<file path="src/rtl/regfile_arbiter_if.sv">
// Request/ack and register-file bus bundle for regfile_arbiter.
// slave = arbiter side, master = requesters plus register file.
interface regfile_arbiter_if;
  logic       a_req;
  logic       a_we;
  logic [1:0] a_addr;
  logic [7:0] a_wdata;
  logic       a_ack;
  logic [7:0] a_rdata;

  logic       b_req;
  logic       b_we;
  logic [1:0] b_addr;
  logic [7:0] b_wdata;
  logic       b_ack;
  logic [7:0] b_rdata;
  logic       b_err;

  logic       rf_write;
  logic [1:0] rf_wr_select;
  logic [7:0] rf_data;
  logic [1:0] rf_select0;
  logic [7:0] rf_selected0;

  modport slave (
    input  a_req, a_we, a_addr, a_wdata,
    output a_ack, a_rdata,
    input  b_req, b_we, b_addr, b_wdata,
    output b_ack, b_rdata, b_err,
    output rf_write, rf_wr_select, rf_data,
    output rf_select0,
    input  rf_selected0
  );

  modport master (
    output a_req, a_we, a_addr, a_wdata,
    input  a_ack, a_rdata,
    output b_req, b_we, b_addr, b_wdata,
    input  b_ack, b_rdata, b_err,
    input  rf_write, rf_wr_select, rf_data,
    input  rf_select0,
    output rf_selected0
  );
endinterface

</file>
<file path="src/rtl/regfile_arbiter.sv">
// Round-robin arbiter sharing the 4x8 register file between core (A) and host (B).
// Optional macro RFARB_B_WRITE_PROTECT_EN rejects B writes to addresses 2 and 3.
module regfile_arbiter (
  input  logic              clock,
  input  logic              reset,
  regfile_arbiter_if.slave  bus
);

  typedef enum logic [1:0] {
    IDLE,
    ISSUE,
    RDWAIT,
    DONE
  } state_t;

  state_t     state_q, state_d;
  logic       own_q, own_d;
  logic       last_q, last_d;
  logic       we_q, we_d;
  logic       rej_q, rej_d;

  logic       a_ack_q, a_ack_d;
  logic [7:0] a_rdata_q, a_rdata_d;
  logic       b_ack_q, b_ack_d;
  logic [7:0] b_rdata_q, b_rdata_d;
  logic       b_err_q, b_err_d;
  logic       rf_write_q, rf_write_d;
  logic [1:0] rf_wr_sel_q, rf_wr_sel_d;
  logic [7:0] rf_data_q, rf_data_d;
  logic [1:0] rf_sel0_q, rf_sel0_d;

  logic       gnt_a;
  logic       gnt_b;
  logic       b_wp;

  // own/last encoding: 0 = A, 1 = B
  assign gnt_a = bus.a_req & (~bus.b_req | last_q);
  assign gnt_b = bus.b_req & (~bus.a_req | ~last_q);

  // Protected B writes target position (2) and delay (3)
`ifdef RFARB_B_WRITE_PROTECT_EN
  assign b_wp = bus.b_we & bus.b_addr[1];
`else
  assign b_wp = 1'b0;
`endif

  // Next-state and registered-output computation
  always_comb begin
    state_d     = state_q;
    own_d       = own_q;
    last_d      = last_q;
    we_d        = we_q;
    rej_d       = rej_q;
    a_ack_d     = 1'b0;
    a_rdata_d   = a_rdata_q;
    b_ack_d     = 1'b0;
    b_rdata_d   = b_rdata_q;
    b_err_d     = 1'b0;
    rf_write_d  = 1'b0;
    rf_wr_sel_d = rf_wr_sel_q;
    rf_data_d   = rf_data_q;
    rf_sel0_d   = rf_sel0_q;

    unique case (state_q)
      IDLE: begin
        unique case (1'b1)
          gnt_a: begin
            own_d       = 1'b0;
            last_d      = 1'b0;
            we_d        = bus.a_we;
            rej_d       = 1'b0;
            rf_write_d  = bus.a_we;
            rf_wr_sel_d = bus.a_addr;
            rf_sel0_d   = bus.a_addr;
            rf_data_d   = bus.a_wdata;
            state_d     = ISSUE;
          end
          gnt_b: begin
            own_d       = 1'b1;
            last_d      = 1'b1;
            we_d        = bus.b_we;
            rej_d       = b_wp;
            rf_write_d  = bus.b_we & ~b_wp;
            rf_wr_sel_d = bus.b_addr;
            rf_sel0_d   = bus.b_addr;
            rf_data_d   = bus.b_wdata;
            state_d     = ISSUE;
          end
          default: ;
        endcase
      end
      ISSUE: begin
        if (we_q) begin
          a_ack_d = ~own_q;
          b_ack_d = own_q;
          b_err_d = own_q & rej_q;
          state_d = DONE;
        end else begin
          state_d = RDWAIT;
        end
      end
      RDWAIT: begin
        if (own_q) begin
          b_rdata_d = bus.rf_selected0;
          b_ack_d   = 1'b1;
        end else begin
          a_rdata_d = bus.rf_selected0;
          a_ack_d   = 1'b1;
        end
        state_d = DONE;
      end
      DONE: begin
        state_d = IDLE;
      end
      default: begin
        state_d = IDLE;
      end
    endcase
  end

  // State and output registers, synchronous reset
  always_ff @(posedge clock) begin
    if (reset) begin
      state_q     <= IDLE;
      own_q       <= 1'b0;
      last_q      <= 1'b1;
      we_q        <= 1'b0;
      rej_q       <= 1'b0;
      a_ack_q     <= 1'b0;
      a_rdata_q   <= 8'h00;
      b_ack_q     <= 1'b0;
      b_rdata_q   <= 8'h00;
      b_err_q     <= 1'b0;
      rf_write_q  <= 1'b0;
      rf_wr_sel_q <= 2'd0;
      rf_data_q   <= 8'h00;
      rf_sel0_q   <= 2'd0;
    end else begin
      state_q     <= state_d;
      own_q       <= own_d;
      last_q      <= last_d;
      we_q        <= we_d;
      rej_q       <= rej_d;
      a_ack_q     <= a_ack_d;
      a_rdata_q   <= a_rdata_d;
      b_ack_q     <= b_ack_d;
      b_rdata_q   <= b_rdata_d;
      b_err_q     <= b_err_d;
      rf_write_q  <= rf_write_d;
      rf_wr_sel_q <= rf_wr_sel_d;
      rf_data_q   <= rf_data_d;
      rf_sel0_q   <= rf_sel0_d;
    end
  end

  assign bus.a_ack        = a_ack_q;
  assign bus.a_rdata      = a_rdata_q;
  assign bus.b_ack        = b_ack_q;
  assign bus.b_rdata      = b_rdata_q;
  assign bus.b_err        = b_err_q;
  assign bus.rf_write     = rf_write_q;
  assign bus.rf_wr_select = rf_wr_sel_q;
  assign bus.rf_data      = rf_data_q;
  assign bus.rf_select0   = rf_sel0_q;

endmodule
</file>
<file path="src/flat_wrapper.sv">
// flat-port wrapper written by rule: the top's interface ports become plain ports
module regfile_arbiter_flat 
  (clock, reset, bus_a_req, bus_a_we, bus_a_addr, bus_a_wdata, bus_a_ack, bus_a_rdata, bus_b_req, bus_b_we, bus_b_addr, bus_b_wdata, bus_b_ack, bus_b_rdata, bus_b_err, bus_rf_write, bus_rf_wr_select, bus_rf_data, bus_rf_select0, bus_rf_selected0);
  regfile_arbiter_if bus_i ();
  input  logic clock;
  input  logic reset;
  input wire logic [$bits(bus_i.a_req)-1:0] bus_a_req;
  input wire logic [$bits(bus_i.a_we)-1:0] bus_a_we;
  input wire logic [$bits(bus_i.a_addr)-1:0] bus_a_addr;
  input wire logic [$bits(bus_i.a_wdata)-1:0] bus_a_wdata;
  output wire logic [$bits(bus_i.a_ack)-1:0] bus_a_ack;
  output wire logic [$bits(bus_i.a_rdata)-1:0] bus_a_rdata;
  input wire logic [$bits(bus_i.b_req)-1:0] bus_b_req;
  input wire logic [$bits(bus_i.b_we)-1:0] bus_b_we;
  input wire logic [$bits(bus_i.b_addr)-1:0] bus_b_addr;
  input wire logic [$bits(bus_i.b_wdata)-1:0] bus_b_wdata;
  output wire logic [$bits(bus_i.b_ack)-1:0] bus_b_ack;
  output wire logic [$bits(bus_i.b_rdata)-1:0] bus_b_rdata;
  output wire logic [$bits(bus_i.b_err)-1:0] bus_b_err;
  output wire logic [$bits(bus_i.rf_write)-1:0] bus_rf_write;
  output wire logic [$bits(bus_i.rf_wr_select)-1:0] bus_rf_wr_select;
  output wire logic [$bits(bus_i.rf_data)-1:0] bus_rf_data;
  output wire logic [$bits(bus_i.rf_select0)-1:0] bus_rf_select0;
  input wire logic [$bits(bus_i.rf_selected0)-1:0] bus_rf_selected0;
  assign bus_i.a_req = bus_a_req;
  assign bus_i.a_we = bus_a_we;
  assign bus_i.a_addr = bus_a_addr;
  assign bus_i.a_wdata = bus_a_wdata;
  assign bus_a_ack = bus_i.a_ack;
  assign bus_a_rdata = bus_i.a_rdata;
  assign bus_i.b_req = bus_b_req;
  assign bus_i.b_we = bus_b_we;
  assign bus_i.b_addr = bus_b_addr;
  assign bus_i.b_wdata = bus_b_wdata;
  assign bus_b_ack = bus_i.b_ack;
  assign bus_b_rdata = bus_i.b_rdata;
  assign bus_b_err = bus_i.b_err;
  assign bus_rf_write = bus_i.rf_write;
  assign bus_rf_wr_select = bus_i.rf_wr_select;
  assign bus_rf_data = bus_i.rf_data;
  assign bus_rf_select0 = bus_i.rf_select0;
  assign bus_i.rf_selected0 = bus_rf_selected0;
  regfile_arbiter u_core (.clock(clock), .reset(reset), .bus(bus_i));
endmodule
</file>
<file path="config.mk">
export PLATFORM = sky130hd
export DESIGN_NAME = regfile_arbiter_flat
export DESIGN_NICKNAME = d
export VERILOG_FILES = /design/src/rtl/regfile_arbiter_if.sv /design/src/rtl/regfile_arbiter.sv /design/src/flat_wrapper.sv
export SDC_FILE = /design/constraint.sdc
export NUM_CORES = 1
export LEC_CHECK = 0
export CAP_MARGIN = 5
export CORE_ASPECT_RATIO = 1.2
export CORE_MARGIN = 1.5
export CORE_UTILIZATION = 30
export DETAILED_ROUTE_END_ITERATION = 10
export HOLD_SLACK_MARGIN = 0.1
export PLACE_DENSITY = 0.63
export SLEW_MARGIN = 15
export SYNTH_ARGS = -nofsm -noshare
export SYNTH_HDL_FRONTEND = slang
export SYNTH_SLANG_ARGS = --single-unit
</file>
<file path="constraint.sdc">
create_clock -name clock -period 1.51 [get_ports clock]
set_clock_uncertainty 0.2 [all_clocks]
set_input_delay 0.302 -clock clock [delete_from_list [all_inputs] [get_ports clock]]
set_output_delay 0.302 -clock clock [all_outputs]
set_load 0.005 [all_outputs]
</file>
==> impl_metrics.tcl, run 1 <==
set metrics [dict create \
    status "complete, but fails checks" \
    violations "negative setup slack" \
    drt_iter0_markers 43 \
    final_core_util 0.525 \
    setup_viol 2 \
    hold_depth 2 \
    clock_latency_ps 280 \
    cp_slowest_cell "or3b_4" \
    p_int_mw 2.70 \
    maxCapViolCount 0 \
    wl_um 4130 \
    antenna_found_initial 0 \
    required_ps 1500 \
    power.total_mw 4.07 \
    p_leak_nw 1.13 \
    hold_path_startpoint "u_core.bus.b_rdata[3]$_SDFFE_PP0P_" \
    dp_slack_ps -401 \
    synth_top_area_share 0.442 \
    grt_max_degree 17 \
    placementRows 28 \
    crit_type "reg -> reg" \
    io_buffers 64 \
    synth.yosys.warnings 0 \
    synth-seq-cells 34 \
    nets 289 \
    reg2reg_slack_ps -20 \
    ctsHtreeMaxLevel 2 \
    clk_pin_slew_ps 70 \
    fmax_mhz 655 \
    overflow 0 \
    finalCritPeriodShare 1.01 \
    cts_sinks 34 \
    rsz0062_at_grt "true" \
    firstDrtPassIters 4 \
    syn_inst 162 \
    die_h_um 81.5 \
    ant_nets 0 \
    switching_share 0.336 \
    path_max_fanout 5 \
    antenna_cells 0 \
    routedWlPerCell_um 13.2 \
    r2r-start "u_core.state_q[1]$_SDFFE_PP0P_" \
    path_cells "inv_4 > ha_4 > or3b_4 > a221oi_2" \
    cts-root-buf "clkbuf_8" \
    area_growth_pct 68.5 \
    ys_top_cells_by_area "dfxtp_1, a211oi_2, mux2i_1, nor2_1, nand2_1" \
    syn_avg_cell_area_um2 9.50 \
    yosysUniqueCellTypes 34 \
    yosysSeqAreaShare 0.442 \
    track_usage 0.159 \
    synth_nets 200 \
    ir_worst_vdd_v 0.000722 \
    hpwl_um 3050 \
    layout-drive-gt1-share 0.306 \
    seqPwrFrac 0.316 \
    syn_area_um2 1540 \
    power.density_nw_per_um2 1570 \
    worstSetupStartpointType "register" \
    viasPerCell 4.73 \
    synth_top_cell_by_area "dfxtp_1" \
    worst_r2r_path_depth 4 \
    hold_path_class "reg -> reg" \
    start_util 0.312 \
    cts_tree "done" \
    drc 0 \
    cts.path.max_buffers 2 \
    num_vias 1477 \
    layout_setup_ws_ps -15.8 \
    io_pins 66 \
    slowest_delay_ps 410 \
    fin_crit_ps 1530 \
    holdPathEnd "u_core.bus.b_rdata[3]$_SDFFE_PP0P_" \
    reg2reg_to "u_core.state_q[0]$_SDFFE_PP0P_" \
    dieArea_um2 5570 \
    gp_congestion 0.757 \
    p_switching_mw 1.37 \
    hold_viol_final 0 \
    cp-end-kind "register" \
    cts_made_buffers 5 \
    die_w_um 68.4 \
    p_clk_frac 0.168 \
    arrival_ps 1520 \
    core_area_um2 4940 \
    finalMaxSlewViolations 0 \
    combPwrFrac 0.516 \
    grt_pass1_wl_um 6610 \
    grt_pass1_vias 1478 \
]
synth_stat cells:
cell type / n
a221oi_2: 1
nor4bb_1: 1
clkbuf_1: 4
nor3b_2: 1
or2_1: 1
a22oi_1: 1
o21a_1: 1
o21ai_2: 1
or2b_1: 1
nor2_1: 21
or3b_1: 1
a21oi_2: 8
dfxtp_1: 34
a31oi_1: 1
inv_1: 2
buf_4: 4
o21ai_0: 1
nand2_1: 20
buf_1: 1
nor4b_1: 1
a21boi_4: 1
conb_1: 1
mux2i_1: 9
ha_1: 4
a32oi_1: 1
buf_6: 1
a21bo_1: 1
buf_2: 3
a211oi_1: 2
a211oi_2: 10
nand3_1: 8
a21oi_1: 13
nor2b_1: 1
buf_8: 1
layer usage:
layer	up-vias	wire length, um	track usage
li1	731	-	-
met1	678	1630	0.171
met2	63	1970	0.271
met3	5	478	0.0699
met4	0	54	0.0600
met5	-	0	0
placed cells by master, fill, tap and decap left out, types with 2 or more instances in the layout:
cell type and instances:
a21oi_1 11, a211oi_2 11, ha_1 2, nand3_1 8, clkbuf_8 6, nor2_1 21, buf_4 25, clkdlybuf4s50_1 31
dfxtp_2 6, dlygate4sd2_1 33, a21oi_2 10, buf_12 6, dfxtp_1 27, mux2i_1 9, nand2_1 20
through the flow:
stage	cells	TNS [ps]	instance area, um^2	hold slack, ps
floorplan	162	-0.0688	1550	243
global placement	300	-5200	2450	240
detailed placement	300	-5550	2450	249
CTS	311	0	2540	260
global route	312	-521	2590	274
finish	312	-21.8	2590	255
final cells by class:
| type | instances | area, um^2 |
|---|---|---|
| Tap cell | 60 | 75.1 |
| Sequential cell | 34 | 692 |
| Fill cell | 477 | 2350 |
| Clock inverter | 1 | 5.00 |
| Inverter | 2 | 10.0 |
| Timing Repair Buffer | 96 | 918 |
| Clock buffer | 7 | 86.3 |
| Multi-Input combinational cell | 112 | 806 |
worst max-delay path, delay by kind of cell (launching register included):
kind	cells	cell delay [ps]
buffers and inverters	1	60
AND/OR/NAND/NOR	1	410
AO/OA/AOI/OAI	1	240
flip-flops	1	360
adder cells (fa/ha/maj)	1	170
power groups by stage:
stage	combinational [mW]	sequential [mW]	clock, mW
3_5_place_dp	2.00	1.28	0
4_1_cts	1.98	1.27	0.724
6_report	2.10	1.29	0.684
5_1_grt	2.31	1.32	0.753
2_1_floorplan	1.07	1.27	0
3_3_place_gp	1.98	1.28	0
logic make-up (layout without fill, tap and decap cells):
logic type,count (synthesis),after routing,share of synthesized area
AND/OR/NAND/NOR,56,56,0.165
multiplexers,9,9,0.0585
adder cells (fa/ha/maj),4,4,0.0325
buffers and inverters,16,106,0.0634
other,1,1,0.00244
AO/OA/AOI/OAI,42,42,0.236
flip-flops,34,34,0.442
worst max-delay path by stage:
stage,startpoint,endpoint,slack [ps],depth (start not counted)
finish,u_core.state_q[1]$_SDFFE_PP0P_,u_core.state_q[0]$_SDFFE_PP0P_,-20,4
global route,u_core.state_q[0]$_SDFFE_PP0P_,u_core.bus.a_rdata[6]$_SDFFE_PP0P_,-70,6
CTS,u_core.state_q[1]$_SDFFE_PP0P_,u_core.state_q[1]$_SDFFE_PP0P_,0.7,5
detailed placement,bus_a_req,u_core.state_q[1]$_SDFFE_PP0P_,-400,4
global placement,bus_a_req,u_core.state_q[1]$_SDFFE_PP0P_,-380,4
floorplan,u_core.state_q[1]$_SDFFE_PP0P_,u_core.state_q[1]$_SDFFE_PP0P_,-0.07,5
what timing repair did:
item | in CTS | in global routing
endpoints found under the setup margin | 53 | 21
hold buffers | 0 | 0
buffers inserted | 3 | 1
gates resized for setup | 43 | 10
pin swaps | 2 | 2
flip-flops by register name (all words and copies together), names as in the netlist:
name,count
u_core.bus.a_ack,1
u_core.bus.a_rdata,8
u_core.bus.b_ack,1
u_core.bus.b_rdata,8
u_core.bus.rf_data,8
u_core.bus.rf_wr_select,2
u_core.bus.rf_write,1
u_core.last_q,1
u_core.own_q,1
u_core.state_q,2
u_core.we_q,1
(Power assumes the default switching activity.)
==> run 2: changes to the inputs <==
--- a/config.mk
+++ b/config.mk
@@ -11,8 +11,9 @@
 export CORE_UTILIZATION = 30
 export DETAILED_ROUTE_END_ITERATION = 10
 export HOLD_SLACK_MARGIN = 0.1
+export MAX_ROUTING_LAYER = met4
 export PLACE_DENSITY = 0.63
-export SLEW_MARGIN = 15
 export SYNTH_ARGS = -nofsm -noshare
 export SYNTH_HDL_FRONTEND = slang
 export SYNTH_SLANG_ARGS = --single-unit
+export TNS_END_PERCENT = 10
==> run 2 against run 1 <==
- the flow now finishes without violations
- power is 5.3% lower
- combinational power is 9.5% lower
- sequential share of layout area is 0.95 points higher
- via count is 4.7% lower
- critical path type unchanged
- largest cell class unchanged
- largest power group unchanged
==> impl_metrics.tcl, run 2 (synthesized netlist as in run 1, its figures left out) <==
set metrics [dict create \
    status "complete, no violations" \
    ir_worst_vdd_v 0.000658 \
    die_h_um 81.5 \
    num_vias 1408 \
    overflow 0 \
    cts_tree "done" \
    viasPerCell 4.66 \
    layout_commonest_cell "dlygate4sd2_1" \
    path_max_fanout 5 \
    design_area_um2 2520 \
    fmax_mhz 682 \
    drt_iter0_markers 58 \
    clock_latency_ps 280 \
    p_leak_nw 1.10 \
    final_cell_mix "dlygate4sd2_1, clkdlybuf4s50_1, nor2_1, dfxtp_1, nand2_1" \
    worst_r2r_path_depth 4 \
    post_cts_buffers 0 \
    crit_start "u_core.state_q[1]$_SDFFE_PP0P_" \
    ctsHtreeMaxLevel 2 \
    final_core_util 0.510 \
    nets 279 \
    start_util 0.312 \
    reg2reg_to "u_core.state_q[0]$_SDFFE_PP0P_" \
    placementRows 28 \
    finalCritPeriodShare 0.971 \
    dpl_cell_area_um2 2430 \
    grt_pass1_wl_um 6160 \
    power.density_nw_per_um2 1530 \
    hold_path_class "reg -> reg" \
    r2r-start "u_core.state_q[1]$_SDFFE_PP0P_" \
    cp-end-kind "register" \
    reg2reg_slack_ps 40 \
    hpwl_um 2760 \
    grt_pass1_vias 1380 \
    track_usage 0.151 \
    firstDrtPassIters 4 \
    antenna_found_initial 0 \
    setup_viol 0 \
    cts_made_buffers 5 \
    routedWlPerCell_um 12.4 \
    clk_pin_slew_ps 70 \
    finalMaxSlewViolations 0 \
    hold_viol_final 0 \
    area_growth_pct 63.8 \
    antenna_cells 0 \
    core_area_um2 4940 \
    crit_type "reg -> reg" \
    maxCapViolCount 0 \
    power.total_mw 3.86 \
    cts_sinks 34 \
    layout_setup_ws_ps 43.8 \
    fin_crit_ps 1470 \
    layout-drive-gt1-share 0.298 \
    drc 0 \
    cts_hold_buf 0 \
    endpoint "u_core.state_q[0]$_SDFFE_PP0P_" \
    rsz0062_at_grt "true" \
    arrival_ps 1460 \
    cts.path.max_buffers 2 \
    io_buffers 64 \
    wl_um 3750 \
    worstSetupStartpointType "register" \
    cts-root-buf "clkbuf_8" \
    gp_congestion 0.698 \
    grt_max_degree 19 \
    final.fill_count 486 \
    whs_ps 251 \
    io_pins 66 \
    ant_nets 0 \
    dieArea_um2 5570 \
    dp_slack_ps -387 \
    required_ps 1500 \
    die_w_um 68.4 \
]
## run 2: cell types whose count changed in the layout (fill, tap and decap cells not counted), moves of 2 or more
cell     before  now
dfxtp_2       6   13
buf_4        25   14
dfxtp_1      27   21
a21oi_2      10    8
a21oi_1      11   13
## run 2: cell type report
type	instances	area (um^2)	area share
clock buffer	7	86.3	0.0342
tap	60	75.1	0.0298
clock inverter	1	5.00	0.00199
timing repair buffer	86	860	0.341
sequential	34	697	0.276
inverter	2	10.0	0.00397
multi-input combinational	112	788	0.313
## run 2: power breakdown
| part | total (mW) | internal [mW] | leakage [nW] | switching, mW |
|---|---|---|---|---|
| sequential | 1.27 | 1.13 | 0.283 | 0.141 |
| clock | 0.683 | 0.368 | 0.0482 | 0.315 |
| combinational | 1.90 | 1.07 | 0.764 | 0.833 |
## run 2: worst min-delay path by stage
stage	slack, ps	depth (start not counted)	startpoint	to
after floorplan	240	2	bus_a_wdata[7]	u_core.bus.rf_data[7]$_SDFFE_PP0P_
after global placement	240	2	u_core.bus.b_rdata[4]$_SDFFE_PP0P_	u_core.bus.b_rdata[4]$_SDFFE_PP0P_
after detailed placement	250	2	u_core.bus.b_rdata[7]$_SDFFE_PP0P_	u_core.bus.b_rdata[7]$_SDFFE_PP0P_
after CTS	250	2	u_core.bus.b_rdata[1]$_SDFFE_PP0P_	u_core.bus.b_rdata[1]$_SDFFE_PP0P_
after global routing	270	2	u_core.bus.b_rdata[3]$_SDFFE_PP0P_	u_core.bus.b_rdata[3]$_SDFFE_PP0P_
final	250	2	u_core.bus.b_rdata[1]$_SDFFE_PP0P_	u_core.bus.b_rdata[1]$_SDFFE_PP0P_
## run 2: metrics by stage
step | instances | TNS [ps]
2_1_floorplan | 162 | -278
3_3_place_gp | 294 | -4990
3_5_place_dp | 294 | -5220
4_1_cts | 302 | -117
5_1_grt | 302 | -114
6_report | 302 | 0
## run 2: worst max-delay path, stage by stage, from the launching register on
cell and delay (ps):
dfxtp_2 340, inv_2 70, ha_4 140, or3b_4 400, a221oi_2 230
## run 2: timing repair
item                                    CTS  global route
endpoints found under the setup margin   61            16
resized for setup                        49             6
pin swaps                                 0             5
## run 2: per-layer routing
metal  global-route usage  vias up  wire, um
met5                    -        -         0
met4               0.0600        0        34
met3               0.0452        3       294
met2                0.248       49      1830
met1                0.170      639      1590
li1                     -      717         -
==> run 3: changes to the inputs <==
--- a/config.mk
+++ b/config.mk
@@ -6,13 +6,13 @@
 export NUM_CORES = 1
 export LEC_CHECK = 0
 export CAP_MARGIN = 5
-export CORE_ASPECT_RATIO = 1.2
+export CORE_ASPECT_RATIO = 0.5
 export CORE_MARGIN = 1.5
 export CORE_UTILIZATION = 30
 export DETAILED_ROUTE_END_ITERATION = 10
 export HOLD_SLACK_MARGIN = 0.1
 export MAX_ROUTING_LAYER = met4
-export PLACE_DENSITY = 0.63
+export PLACE_DENSITY = 0.61
 export SYNTH_ARGS = -nofsm -noshare
 export SYNTH_HDL_FRONTEND = slang
 export SYNTH_SLANG_ARGS = --single-unit
==> constraint.sdc (replaced) <==
create_clock -name clock -period 1.4 [get_ports clock]
set_clock_uncertainty 0.2 [all_clocks]
set_input_delay 0.28 -clock clock [delete_from_list [all_inputs] [get_ports clock]]
set_output_delay 0.28 -clock clock [all_outputs]
set_load 0.005 [all_outputs]
==> run 3 against run 2 <==
- the flow now finishes with violations (negative setup slack)
- highest routed layer unchanged
- routed wire length grew 6.3%
- register-to-register slack lost 150 ps
- cell count grew 2.3%
- global-route usage is essentially flat
- critical endpoint unchanged
- clock power grew 61%
- non-clock buffer count shrank 3
- combinational power grew 8%
- clock-buffer cell count shrank 2
- worst hold slack gained 0.82 ps
==> impl_metrics.tcl, run 3 (synthesized netlist as in run 1, its figures left out) <==
set metrics [dict create \
    status "complete, but fails checks" \
    violations "negative setup slack" \
    grtUsageMet2 0.265 \
    dieArea_um2 5590 \
    cts-root-buf "clkbuf_8" \
    r2r-start "u_core.state_q[0]$_SDFFE_PP0P_" \
    power.density_nw_per_um2 1760 \
    cts_tree "done" \
    grt_use_met3 0.0400 \
    p_leak_nw 1.10 \
    grt_max_degree 18 \
    placedCellCount 300 \
    met1_usage 0.174 \
    holdPathEnd "u_core.bus.b_rdata[6]$_SDFFE_PP0P_" \
    crit_type "reg -> reg" \
    worstSetupStartpointType "register" \
    routedWlPerCell_um 12.9 \
    cts.path.max_buffers 2 \
    fmax_mhz 666 \
    setup_viol 12 \
    reg2reg_slack_ps -100 \
    cts_sinks 34 \
    arrival_ps 1500 \
    reg2reg_to "u_core.state_q[0]$_SDFFE_PP0P_" \
    num_vias 1405 \
    gp_congestion 0.667 \
    hpwl_um 2880 \
    layout_setup_ws_ps -101 \
    worst_r2r_path_depth 4 \
    stdcell_count 309 \
    hold_depth 2 \
    ir_worst_vdd_v 0.000700 \
    drt_iter0_markers 19 \
    layout-drive-gt1-share 0.318 \
    crit_start "u_core.state_q[0]$_SDFFE_PP0P_" \
    required_ps 1400 \
    ctsHtreeMaxLevel 2 \
    area_growth_pct 67.6 \
    path_max_fanout 6 \
    grt_pass1_vias 1413 \
    final_cell_mix "clkdlybuf4s50_1, dlygate4sd2_1, nor2_1" \
    cts_made_buffers 5 \
    nets 276 \
    setup_tns_ps -608 \
    hold_viol_final 0 \
    hold_path_startpoint "u_core.bus.b_rdata[6]$_SDFFE_PP0P_" \
    start_util 0.312 \
    power.total_mw 4.54 \
    io_buffers 64 \
    clk_pin_slew_ps 80 \
    cp-end-kind "register" \
    hold_path_class "reg -> reg" \
    viasPerCell 4.55 \
    whs_ps 252 \
    finalMaxSlewViolations 0 \
    fin_crit_ps 1500 \
    ant_nets 0 \
    placementRows 18 \
    antenna_cells 0 \
    final.fill_count 445 \
    grt_pass1_wl_um 6430 \
    die_w_um 104 \
    layout_commonest_cell "clkdlybuf4s50_1" \
    firstDrtPassIters 3 \
    cts_hold_buf 0 \
    grt.busiest_layer "met2" \
    core_area_um2 4930 \
    die_h_um 53.6 \
    io_pins 66 \
    finalCritPeriodShare 1.07 \
    clock_latency_ps 280 \
    dp_slack_ps -448 \
    rsz0062_at_grt "true" \
    drc 0 \
    overflow 0 \
    track_usage 0.151 \
    wl_um 3980 \
    maxCapViolCount 0 \
    antenna_found_initial 0 \
]
## run 3: final cells by class
type,count,area (um^2),area share
inverters,2,10.0,0.00388
well taps,70,87.6,0.0340
flip-flops and latches,34,701,0.272
multi-input cells,112,811,0.314
clock buffers,5,68.8,0.0267
clock inverters,3,68.8,0.0267
repair buffers,83,832,0.323
## run 3: metrics by stage
| step | area (um^2) | util |
|---|---|---|
| global placement | 2410 | 0.488 |
| detailed placement | 2410 | 0.488 |
| finish | 2580 | 0.523 |
| global route | 2580 | 0.523 |
| floorplan | 1560 | - |
| CTS | 2540 | 0.515 |
## run 3: critical path, cell delays in order, from the launching register on
cell and delay (ps):
dfxtp_2 340, inv_4 70, ha_4 160, or3b_4 400
a221oi_2 230
## run 3: worst max path at each step
| stage | depth (start not counted) | slack [ps] | to |
|---|---|---|---|
| 3_5_place_dp | 6 | -450 | u_core.bus.rf_data[4]$_SDFFE_PP0P_ |
| 5_1_grt | 6 | -160 | u_core.bus.a_rdata[6]$_SDFFE_PP0P_ |
| 2_1_floorplan | 5 | -60 | u_core.state_q[1]$_SDFFE_PP0P_ |
| 3_3_place_gp | 4 | -410 | u_core.state_q[1]$_SDFFE_PP0P_ |
| 4_1_cts | 4 | -100 | u_core.state_q[0]$_SDFFE_PP0P_ |
| 6_report | 4 | -100 | u_core.state_q[0]$_SDFFE_PP0P_ |
## run 3: report_power, final
group          internal (mW)  switching (mW)  total (mW)
logic                   1.12           0.928        2.05
clock network          0.714           0.387        1.10
registers               1.23           0.162        1.39
## run 3: per-layer routing
layer | part of all wire | wire length (um)
met1 | 0.46 | 1830
met2 | 0.49 | 1950
met3 | 0.042 | 169
met4 | 0.0078 | 31
met5 | 0 | 0
## run 3: timing repair
action / in CTS / in global routing
pin swaps: 11 / 0
setup buffers: 1 / 0
endpoints found under the setup margin: 65 / 35
resized for setup: 51 / 12
gates cloned: 0 / 0
endpoints found under the hold margin: 0 / 0
